==> src/rtl/fa_tv_pkg.sv <==
// Shared constants and types for the full-adder test-vector recorder.
//   VEC_W    : vector width {a, b, cin, s, cout}
//   DEPTH    : number of buffer entries (power of two)
//   TERM_VEC : terminator vector, stored and then ends a recording
package fa_tv_pkg;

    localparam int VEC_W = 5;
    localparam int DEPTH = 16;
    localparam int AW    = $clog2(DEPTH);
    localparam int CW    = $clog2(DEPTH + 1);

    localparam logic [VEC_W-1:0] TERM_VEC = 5'b11100;

    // Count constants, sized to the count width.
    localparam logic [CW-1:0] CNT_ZERO = CW'(0);
    localparam logic [CW-1:0] CNT_ONE  = CW'(1);
    localparam logic [CW-1:0] CNT_LAST = CW'(DEPTH - 1);

    typedef logic [VEC_W-1:0] tv_vec_t;

    typedef enum logic [1:0] {
        IDLE   = 2'd0,
        RECORD = 2'd1,
        DONE   = 2'd2
    } rec_state_t;

endpackage

==> src/rtl/tv_ram.sv <==
// Simple dual-port RAM: DEPTH x VEC_W storage with one synchronous write
// port and one registered read port. The read register only updates when
// re is high, so the last result holds between reads. Read-before-write
// semantics on a same-address collision.
//   clk   : clock
//   we    : write enable
//   waddr : write address
//   wdata : write data
//   re    : read enable
//   raddr : read address
//   rdata : registered read data
module tv_ram
    import fa_tv_pkg::*;
(
    input  logic          clk,
    input  logic          we,
    input  logic [AW-1:0] waddr,
    input  tv_vec_t       wdata,
    input  logic          re,
    input  logic [AW-1:0] raddr,
    output tv_vec_t       rdata
);

    tv_vec_t mem_r [DEPTH];
    tv_vec_t rdata_r;

    // Write port.
    always_ff @(posedge clk) begin
        if (we) begin
            mem_r[waddr] <= wdata;
        end
    end

    // Registered read port.
    always_ff @(posedge clk) begin
        if (re) begin
            rdata_r <= mem_r[raddr];
        end
    end

    assign rdata = rdata_r;

endmodule

==> src/rtl/fa_vector_recorder.sv <==
// Writer side of the full-adder test-vector flow. Captures observed
// {a, b, cin, s, cout} vectors into a buffer until the terminator vector
// or a full buffer, then exposes the table through a registered read port.
//   clk      : clock, rising edge
//   reset    : synchronous active-low reset
//   start    : begin a new recording (honoured in IDLE or DONE)
//   in_valid : in_vec valid this cycle
//   in_vec   : observed vector
//   in_ready : recorder accepts a vector this cycle (RECORD)
//   rd_en    : read request
//   rd_addr  : read address
//   rd_data  : read result, one cycle after rd_en; 0 for addr >= count
//   rd_valid : rd_data valid, one cycle after rd_en
//   busy     : recording in progress
//   done     : recording finished
//   count    : entries written, terminator included
//   overflow : buffer filled without a terminator
module fa_vector_recorder
    import fa_tv_pkg::*;
(
    input  logic          clk,
    input  logic          reset,
    input  logic          start,
    input  logic          in_valid,
    input  tv_vec_t       in_vec,
    output logic          in_ready,
    input  logic          rd_en,
    input  logic [AW-1:0] rd_addr,
    output tv_vec_t       rd_data,
    output logic          rd_valid,
    output logic          busy,
    output logic          done,
    output logic [CW-1:0] count,
    output logic          overflow
);

    rec_state_t    state_r;
    rec_state_t    state_nxt_s;
    logic [CW-1:0] count_r;
    logic          overflow_r;
    logic          rd_valid_r;
    logic          in_range_r;
    tv_vec_t       ram_q_s;

    logic          recording_s;
    logic          accept_s;
    logic          is_term_s;
    logic          at_last_s;
    logic          restart_s;

    assign recording_s = (state_r == RECORD);
    assign accept_s    = in_valid & recording_s;
    assign is_term_s   = (in_vec == TERM_VEC);
    assign at_last_s   = (count_r == CNT_LAST);
    // start is only honoured outside RECORD.
    assign restart_s   = start & ~recording_s;

    // Next-state decode.
    always_comb begin
        state_nxt_s = state_r;
        case (state_r)
            IDLE: begin
                if (start) begin
                    state_nxt_s = RECORD;
                end else begin
                    state_nxt_s = IDLE;
                end
            end
            RECORD: begin
                if (accept_s && (is_term_s || at_last_s)) begin
                    state_nxt_s = DONE;
                end else begin
                    state_nxt_s = RECORD;
                end
            end
            DONE: begin
                if (start) begin
                    state_nxt_s = RECORD;
                end else begin
                    state_nxt_s = DONE;
                end
            end
            default: begin
                state_nxt_s = IDLE;
            end
        endcase
    end

    // State, entry count and overflow flag.
    always_ff @(posedge clk) begin
        if (!reset) begin
            state_r    <= IDLE;
            count_r    <= CNT_ZERO;
            overflow_r <= 1'b0;
        end else begin
            state_r <= state_nxt_s;
            if (restart_s) begin
                count_r    <= CNT_ZERO;
                overflow_r <= 1'b0;
            end else if (accept_s) begin
                // The last slot taken by a non-terminator means the
                // recording ran out of room.
                count_r <= count_r + CNT_ONE;
                if (at_last_s && !is_term_s) begin
                    overflow_r <= 1'b1;
                end
            end
        end
    end

    // The write slot is always the current count, so a concurrent read
    // (which must be below count) never targets it.
    tv_ram u_ram (
        .clk   (clk),
        .we    (accept_s),
        .waddr (count_r[AW-1:0]),
        .wdata (in_vec),
        .re    (rd_en),
        .raddr (rd_addr),
        .rdata (ram_q_s)
    );

    // Read handshake and range qualifier, both judged on the pre-edge count.
    always_ff @(posedge clk) begin
        if (!reset) begin
            rd_valid_r <= 1'b0;
            in_range_r <= 1'b0;
        end else begin
            rd_valid_r <= rd_en;
            if (rd_en) begin
                in_range_r <= ({1'b0, rd_addr} < count_r);
            end
        end
    end

    // Both operands are registers that only move on a read, so rd_data
    // holds its last value between reads and is 0 straight after reset.
    assign rd_data  = in_range_r ? ram_q_s : 5'b00000;
    assign rd_valid = rd_valid_r;
    assign in_ready = recording_s;
    assign busy     = recording_s;
    assign done     = (state_r == DONE);
    assign count    = count_r;
    assign overflow = overflow_r;

endmodule

==> config.mk <==
export PLATFORM = sky130hd
export DESIGN_NAME = fa_vector_recorder
export DESIGN_NICKNAME = d
export VERILOG_FILES = /design/src/rtl/fa_tv_pkg.sv /design/src/rtl/tv_ram.sv /design/src/rtl/fa_vector_recorder.sv
export SDC_FILE = /design/constraint.sdc
export NUM_CORES = 1
export LEC_CHECK = 0
export ABC_AREA = 0
export ABC_CLOCK_PERIOD_IN_PS = 1770
export BUFFER_PORTS_ARGS = -buffer_cell sky130_fd_sc_hd__buf_4
export CAP_MARGIN = 20
export CORE_MARGIN = 2
export CORE_UTILIZATION = 53
export DETAILED_ROUTE_END_ITERATION = 10
export MAX_ROUTING_LAYER = met4
export PLACE_DENSITY = 0.74
export SLEW_MARGIN = 20
export SYNTH_ARGS = -nofsm -noshare
export SYNTH_HDL_FRONTEND = slang
export SYNTH_SLANG_ARGS = --single-unit
export TNS_END_PERCENT = 1
==> constraint.sdc <==
create_clock -name clk -period 1.77 [get_ports clk]
set_clock_uncertainty 0.2 [all_clocks]
set_input_delay 0.2655 -clock clk [delete_from_list [all_inputs] [get_ports clk]]
set_output_delay 0.2655 -clock clk [all_outputs]
set_load 0.005 [all_outputs]
==> Word-level counts from Yosys, hierarchy flattened <==
Memory sizes are Yosys's and may differ from the RTL's. A register that Yosys moved wholly into a read port is not among the register bits.
Index checks and enable logic that the tools add are counted.
W data, S select, Z words.
{ "word_totals": {"elab_cells": 30, "ram_bits": 80, "out_inout_bits": 15, "reg_bits": 10, "inputBits": 14, "memories": 1} }
{ "op_classes": {"n_lt_le_gt_ge": 1, "n_reduce_logical": 7, "eq_ne": 4, "n_mux": 7, "add_sub_neg": 1, "bitwise": 4} }
{ "memory_table": {"columns": ["memory", "words", "width", "read_ports", "rd_ports_with_merged_regs", "write_ports", "line_no", "rtl"], "rows": [
  ["u_ram.mem_r", 16, 5, 1, 1, 1, "tv_ram.sv:24", "tv_vec_t mem_r [DEPTH];"]
]} }
{ "ops": {"columns": ["cell", "count"], "rows": [
  ["$pmux W2 S3", 1],
  ["$add A5 B1 Y5 const B", 1],
  ["$eq A5 B4 Y1 const B", 1],
  ["$eq A5 B5 Y1 const B", 1],
  ["$lt A4 B5 Y1", 1],
  ["$mux W5", 1],
  ["$mux W2", 2],
  ["$mux W1", 3],
  ["$and A1 B1 Y1", 2],
  ["$eq A2 B1 Y1 const B", 1],
  ["$eq A2 B2 Y1 const B", 1],
  ["$logic_and A1 B1 Y1", 2],
  ["$logic_not A2 Y1", 1],
  ["$not A1 Y1", 2],
  ["$reduce_and A2 Y1", 1],
  ["$reduce_or A2 Y1", 1],
  ["$logic_not A1 Y1", 1],
  ["$logic_or A1 B1 Y1", 1]
]} }

==> Depth between registers and ports, before layout <==
Gate-level depths: netlist of the first run.
{ "logic_depth": {"depth_word": 5, "ltp_mapped": 6, "ltp_nobuf": 6} }

==> By module <==
A second synthesis of the first run with hierarchy kept.
{ "unflattened": {"cells_unflattened": 221, "area_unflattened_um2": 3858.7} }
{ "modules_own_cells": {"columns": ["mod", "cells_each", "n_inst", "area_per_inst_um2", "seq_area_each_um2"], "rows": [
  ["tv_ram", 155, 1, 3263.1, 2552.4],
  ["fa_vector_recorder", 66, 1, 595.6, 200.2]
]} }

==> Worst setup path before layout of the first run <==
Ideal clock, no wire load.
{ "synth_timing": {"kind": "register -> register", "start": "register state_r[0]", "end": "memory u_ram.mem_r[0][0] (netlist bit), enable pin", "arrival_ps": 1238, "n_path_buf": 1, "path_stages_with_launch": 5, "required_time_ps": 1196, "path_slack_ps": -41, "setup_time_ps": 374, "period_less_slack_ps": 1811, "path_cell_list": "dfxtp_1 -> and3b_1 -> buf_2 -> nand2_1 -> nor3_1"} }
{ "synth_between": {"elab_chain_len": 4} }
{ "synth_rtl": {"columns": ["element", "line_no", "rtl"], "rows": [
  ["start, declared", "fa_vector_recorder.sv:37", "rec_state_t state_r;"],
  ["start signal, assigned", "fa_vector_recorder.sv:96", "state_r <= state_nxt_s;"],
  ["$eq A2 B1 Y1", "fa_vector_recorder.sv:51", "assign recording_s = (state_r == RECORD);"],
  ["$and A1 B1 Y1", "fa_vector_recorder.sv:52", "assign accept_s = in_valid & recording_s;"],
  ["$mux W1", "tv_ram.sv:29", "if (we) begin"],
  ["$mux W1 (not written as such)", "tv_ram.sv:30", "mem_r[waddr] <= wdata;"],
  ["end, declared", "tv_ram.sv:24", null]
]} }
Every way passes these cells.

==> Worst setup path after layout of the first run <==
{ "layout_timing": {"start": "register count_r[1] (netlist: count[1])", "end": "register state_r[0]"} }
{ "layout_between": {"elab_chain_len": 5} }
{ "layout_rtl": {"columns": ["element", "line_no", "rtl"], "rows": [
  ["start, declared", "fa_vector_recorder.sv:39", "logic [CW-1:0] count_r;"],
  ["start signal, assigned", "fa_vector_recorder.sv:103", "count_r <= count_r + CNT_ONE;"],
  ["$eq A5 B4 Y1", "fa_vector_recorder.sv:54", "assign at_last_s = (count_r == CNT_LAST);"],
  ["$logic_or A1 B1 Y1", "fa_vector_recorder.sv:70", "if (accept_s && (is_term_s || at_last_s)) begin"],
  ["$logic_and A1 B1 Y1", "fa_vector_recorder.sv:70", null],
  ["$mux W2", "fa_vector_recorder.sv:70", null],
  ["$pmux W2 S3", "fa_vector_recorder.sv:61", "case (state_r)"]
]} }
Every way passes these cells.
A chain may end at the register's enable or synchronous reset.

==> results of run 1 <==
routing by layer:
metal	global-route usage, %	wire length (microns)	vias up	part of all wire [%]
met5	-	0	-	0
met4	9.498	129	0	1.6
met3	3.878	438	13	5.6
met2	32.84	3890	75	49
met1	31.21	3419	1090	43
li1	-	-	983	-
synthesized netlist by cell type, drive strengths merged:
master	n	area share, %
a211oi	1	0.20
a21o	2	0.39
a21oi	1	0.13
a22oi	10	2.0
a31o	1	0.23
a31oi	1	0.16
a41oi	2	0.46
and2	7	1.1
and3	2	0.33
and3b	1	0.23
buf	4	0.82
clkbuf	4	0.39
dfxtp	10	5.2
edfxtp	85	67
ha	8	2.6
inv	6	0.59
mux4	20	12
nand2	15	1.5
nand2b	1	0.16
nand4	2	0.33
nor2	21	2.1
nor2b	5	0.82
nor3	4	0.52
o21ai	2	0.26
o221ai	1	0.23
o2bb2ai	1	0.23
xnor2	3	0.69
state kept, by name, indices dropped and copies added (netlist names):
| register | cells |
|---|---|
| count | 5 |
| in_range_r | 1 |
| overflow | 1 |
| rd_valid | 1 |
| state_r | 2 |
| u_ram.mem_r | 80 |
| u_ram.rdata | 5 |
how the worst max path moves through the flow:
stage / end / from / slack (ps)
finish: state_r[0]$_SDFF_PN0_ / count[1]$_SDFFE_PP0P_ / 40
global route: state_r[0]$_SDFF_PN0_ / count[1]$_SDFFE_PP0P_ / -10
CTS: u_ram.mem_r[3][3]$_DFFE_PP_ / state_r[1]$_SDFF_PN0_ / 20
detailed placement: u_ram.rdata[1]$_DFFE_PP_ / rd_addr[0] / -160
global placement: u_ram.rdata[1]$_DFFE_PP_ / rd_addr[0] / -150
floorplan: u_ram.mem_r[1][0]$_DFFE_PP_ / state_r[0]$_SDFF_PN0_ / -40
repair_timing:
action	CTS	global route
resized for setup	0	7
hold buffers	2	0
hold endpoints to repair	8	0
endpoints found under the setup margin	0	29
layout make-up:
type / instances / area share, %
clock buffer: 9 / 2.655
clock inverter: 7 / 2.092
inverter: 6 / 0.4827
multi-input combinational: 111 / 22.28
sequential: 95 / 59.00
tap: 99 / 2.655
timing repair buffer: 60 / 10.83
through the flow:
step	std cells	TNS, ps	power, mW	util [%]
final	387	0	4.277	65.38
after floorplan	220	-401.9	2.652	-
after detailed placement	369	-531.2	2.801	61.69
after global placement	369	-524.9	2.793	61.69
after global routing	387	-10.76	4.423	65.38
after CTS	387	0	4.304	65.08
cells by family after synthesis:
family / Yosys count
DFF: 95
and+or+nand+nor: 58
AOI/OAI and AO/OA: 22
muxes: 20
buffers and inverters: 14
adders and majority gates: 8
xor gates and xnor gates: 3
power breakdown:
| part | internal (mW) | switching (mW) | leakage [nW] |
|---|---|---|---|
| logic | 0.139 | 0.141 | 0.694 |
| registers | 2.46 | 0.0123 | 0.851 |
| clock network | 0.797 | 0.726 | 0.105 |
==> run metrics, run 1 <==
status completed; Post-Syn Nets 242; worst min-delay path category input pin to flip-flop; Placed Area 4403 sq um; DIE WIDTH 89.06 microns; critical path's top delay family adder cells; Residual DRC 0; WL per Instance 20.36 microns; Max-Cap Viols 0; number of post-CTS setup repair buffers 0; crit-path max cell delay 370 ps; clock buffer depth 2; multi-input logic area 1040 sq um; hold_sp in_vec[0]; Area Overhead vs Synth 21.66%; mux share of post-synthesis cell area between 10% and 20%; startpoint types flip-flop; fin nets just over 300; vias per inst about 5.6; Cell variety after synth 31; Filler Cells Inserted 501; gpl congestion 0.7837; Req. time, crit path between 1500 and 2000 ps; XOR/XNOR Fraction of Synth Area less than 1%; initial antenna violation count 0; gr ovfl total 0; Least-Margin Pin Slew between 500 and 600 ps; Synth Warn # 0; clock-pin transition on the worst setup and hold timing paths 90 ps; Hold Path Stages 1; worst r2r path cells 6; Global Route Usage Sum around 22%; commonest non-fill, non-tap cell in the layout edfxtp_1; Final Setup Violations 0; fin crit share a little over nine tenths; root buf cell clkbuf_8; initial drt markers between 150 and 200; CTS tree built; Row Count 31; largest family of logic cells by synthesized area multiplexers; I/O pins 29; Synth Area in Simple Gates under 10%; Worst Hold Slack between 60 and 70 ps; reg-to-reg critical path endpoint state_r[0]$_SDFF_PN0_; Worst R2R Start count[1]$_SDFFE_PP0P_; CP endpoint kind flip-flop; final worst slack 40.36 ps; Worst R2R Setup Slack a little over 40 ps; FF/Latch Area approximately 2800 sq um; first-pass GRT wire length ~12 mm; crit path kind flip-flop to flip-flop; Max Clk Rate a little under 600 MHz; worst-path cell chain ha_1 > and3_1 > ha_1 > a41oi_2 > o221ai_1 > nor2b_1; PortBufs 28; area fraction in compound gates after synthesis between 4 and 5%; drt total wl between 7 and 8 mm; Place WS -157.5 ps; WHS Endpoint u_ram.mem_r[14][0]$_DFFE_PP_; Finished Cell Area between 4000 and 5000 sq um; Pwr Density between 900 and 1000 nW/um^2; RSZ-0062 raised after global routing yes; share of layout cells above drive strength 1 between 30% and 40%; Max VDD drop a little under 0.0006 V; Synth Area in Adders under 10%; Crit-path slowest cell dfxtp_1; Worst-Skew Late Latency 350 ps; Die ar. 7932 sq um; Leakage roughly 1.7 nW; vias in the first global route between 2k and 2.5k; Final HPWL DP about 5.5 mm; critical path arrival 1820 ps; Hold Vio Cnt, Final 0; Avg Cell Area, Syn around 17 sq um; most frequent CP cell ha_1; Final min period between 1500 and 2000 ps; Detail Route Antenna Nets 0; Slew Limit Fails 0; Die Ht 89.06 microns; Ant. Diodes 0; core area approximately 7100 sq um; post-synthesis sequential area ratio a little under three quarters; cts bufs inserted 9; Pre-antenna DRT Iters 4; slew margin rel. between 60% and 70%; Crit path depth 6; largest net degree at the start of global routing 19; Post-Syn Area 3835 sq um; most frequent cells in the layout edfxtp_1 (85), buf_4 (54), nor2_1 (21), mux4_2 (19), nand2_1 (13); initial core utilization approximately 54%; Buf+Inv Stages, Crit Path 0; total number of vias between 2k and 2.5k; CTS sink count 95; CTS H-tree lvls 3; CP max FO 5; flops & latches, synth 95; Synth Instances 220
No activity file was read; power rests on OpenSTA's default activity.
==> run 2: changes to the inputs <==
Settings changed: CTS_CLUSTER_SIZE from default to 16, HOLD_SLACK_MARGIN from default to 0.15.
==> run 2 against run 1 <==
Against the previous run:
- sequential share of layout area shrank 1.1 points
- count of clock-buffer cells in the layout is the same
- hold slack better by 170 ps
- combinational power rose by 5%
- non-clock buffer count rose by 9
- cell area increased by 1.9%
- wire length up 0.60%
- cell count is 2.3% higher
- sequential cell count stayed put
- clock power barely moved
- die area stayed put
- critical endpoint unchanged
==> run metrics, run 2 (same netlist as run 1, synthesis figures left out) <==
gpl congestion 0.7837 (unchanged); initial drt markers 186 (+3.9%); WL per Instance 20.01 microns (-1.7%); RSZ-0062 raised after global routing yes; share of layout cells above drive strength 1 34.34% (-1.1 points); Max VDD drop 0.0005939 V (about the same); Max-Cap Viols 0 (unchanged); Finished Cell Area 4756 sq um (+1.9%); PortBufs 28 (unchanged); CTS H-tree lvls 3 (unchanged); Leakage 1.690 nW (+2.4%); worst min-delay path category input pin to flip-flop; largest net degree at the start of global routing 19 (unchanged); DIE WIDTH 89.06 microns (unchanged); drt total wl 7.925 mm (+0.60%); worst r2r path cells 6 (unchanged); slew margin rel. 64.29% (-1.0 points); clock-pin transition on the worst setup and hold timing paths 90 ps (about the same); CTS tree built; Hold Path Stages 4 (+3); Filler Cells Inserted 492 (-1.8%); initial antenna violation count 0 (unchanged); Worst Hold Slack 233.1 ps (+169.4 ps); setup tns final 0 ps (unchanged); fin nets 314 (+3.0%); vias in the first global route 2149 (+2.4%); Final HPWL DP 5.493 mm (unchanged); Ant. Diodes 0 (unchanged); Slew Limit Fails 0 (unchanged); Seq pwr share 57.5% (-0.3 points); status completed; Detail Route Antenna Nets 0 (unchanged); combinational share of power 6.9% (+0.3 points); vias per inst 5.497 (-1.5%); root buf cell clkbuf_8; Worst R2R Setup Slack 40 ps (about the same); I/O pins 29 (unchanged); Row Count 31 (unchanged); Largest register FFs 80 (unchanged); Least-Margin Pin Slew 532.1 ps (+15.38 ps); core area 7137 sq um (unchanged); number of post-CTS setup repair buffers 0 (unchanged); cts bufs inserted 9 (unchanged); switching share of power 20.68% (+0.13 points); Area Overhead vs Synth 24.01%; gr ovfl total 0 (unchanged); total number of vias 2177 (+0.74%); Pwr Density 904.1 nW/um^2 (-1.4%); Final Setup Violations 0 (unchanged); CP max FO 5 (unchanged); CP endpoint kind flip-flop; Placed Area 4403 sq um (unchanged); Pre-antenna DRT Iters 5 (+1); Post-Place Cells 369 (unchanged); clock group share of total power 35.6% (about the same); fin crit share 97.47% (-0.25 points); Hold Vio Cnt, Final 0 (unchanged); Psw 0.8892 mW (+1.2%); CTS sink count 95 (unchanged); fin cells 396 (+2.3%); clock buffer depth 2 (unchanged); Max Clk Rate 579.6 MHz (+0.26%); Worst-Skew Late Latency 350 ps (about the same); total power 4.300 mW (+0.54%); Die Ht 89.06 microns (unchanged); startpoint types flip-flop; initial core utilization 53.73% (unchanged); commonest non-fill, non-tap cell in the layout edfxtp_1; most frequent cells in the layout edfxtp_1 (85), buf_4 (54), nor2_1 (21), mux4_2 (19), nand2_1 (13); Internal 3.411 mW (+0.38%); largest reg by FF count u_ram.mem_r; Residual DRC 0 (unchanged); crit path kind flip-flop to flip-flop; Global Route Usage Sum 22.61% (+0.34 points); Die ar. 7932 sq um (unchanged); first-pass GRT wire length 11.91 mm (+1.8%); Req. time, crit path 1860 ps (about the same); critical path arrival 1820 ps (about the same); Final min period 1725 ps (-4.408 ps)
run 2: changes by cell type in the layout (fill, tap and decap cells not counted):
cell	change
dlygate4sd3_1	+9
run 2: timing repair:
action                                  in CTS  in global routing
endpoints found under the setup margin       0                 29
endpoints found under the hold margin       89                  0
hold buffers                                11                  0
resized for setup                            0                  7
run 2: worst max-delay path: stages (launching register included):
cell and delay, ps:
dfxtp_1 370, ha_1 230, and3_1 190, ha_1 200, a41oi_2 190, o221ai_1 150, nor2b_1 130
run 2: area by class of cell:
class	instances	area [sq um]	share of cell area (%)
sequential	95	2753	57.88
clock buffer	9	123.9	2.605
tap	99	123.9	2.605
timing repair buffer	69	595.6	12.52
inverter	6	22.52	0.4736
multi-input combinational	111	1040	21.86
clock inverter	7	97.59	2.052
run 2: power groups by stage:
| stage | registers (mW) | logic [mW] | clock network (mW) |
|---|---|---|---|
| 2_1_floorplan | 2.52 | 0.130 | 0 |
| 3_5_place_dp | 2.53 | 0.275 | 0 |
| 4_1_cts | 2.47 | 0.295 | 1.55 |
| 5_1_grt | 2.48 | 0.325 | 1.64 |
| 3_3_place_gp | 2.53 | 0.268 | 0 |
| 6_report | 2.47 | 0.296 | 1.53 |
run 2: worst paths after layout:
check                              from                 endpoint
hold / removal               rd_addr[2]  in_range_r$_SDFFE_PN0P_
hold reg to reg   count[4]$_SDFFE_PP0P_    count[4]$_SDFFE_PP0P_
setup / recovery  count[1]$_SDFFE_PP0P_    state_r[0]$_SDFF_PN0_
setup reg to reg  count[1]$_SDFFE_PP0P_    state_r[0]$_SDFF_PN0_
run 2: stage by stage:
stage	setup slack, ps	util [%]
finish	44.76	66.64
global route	-10.76	66.64
CTS	17.37	66.34
detailed placement	-157.5	61.69
global placement	-145.4	61.69
floorplan	-40.19	-
run 2: per-layer routing:
layer	GRT usage [%]	routed length, microns
met2	33.31	3875
met3	4.340	576
met5	-	0
met4	9.769	164
met1	31.36	3309
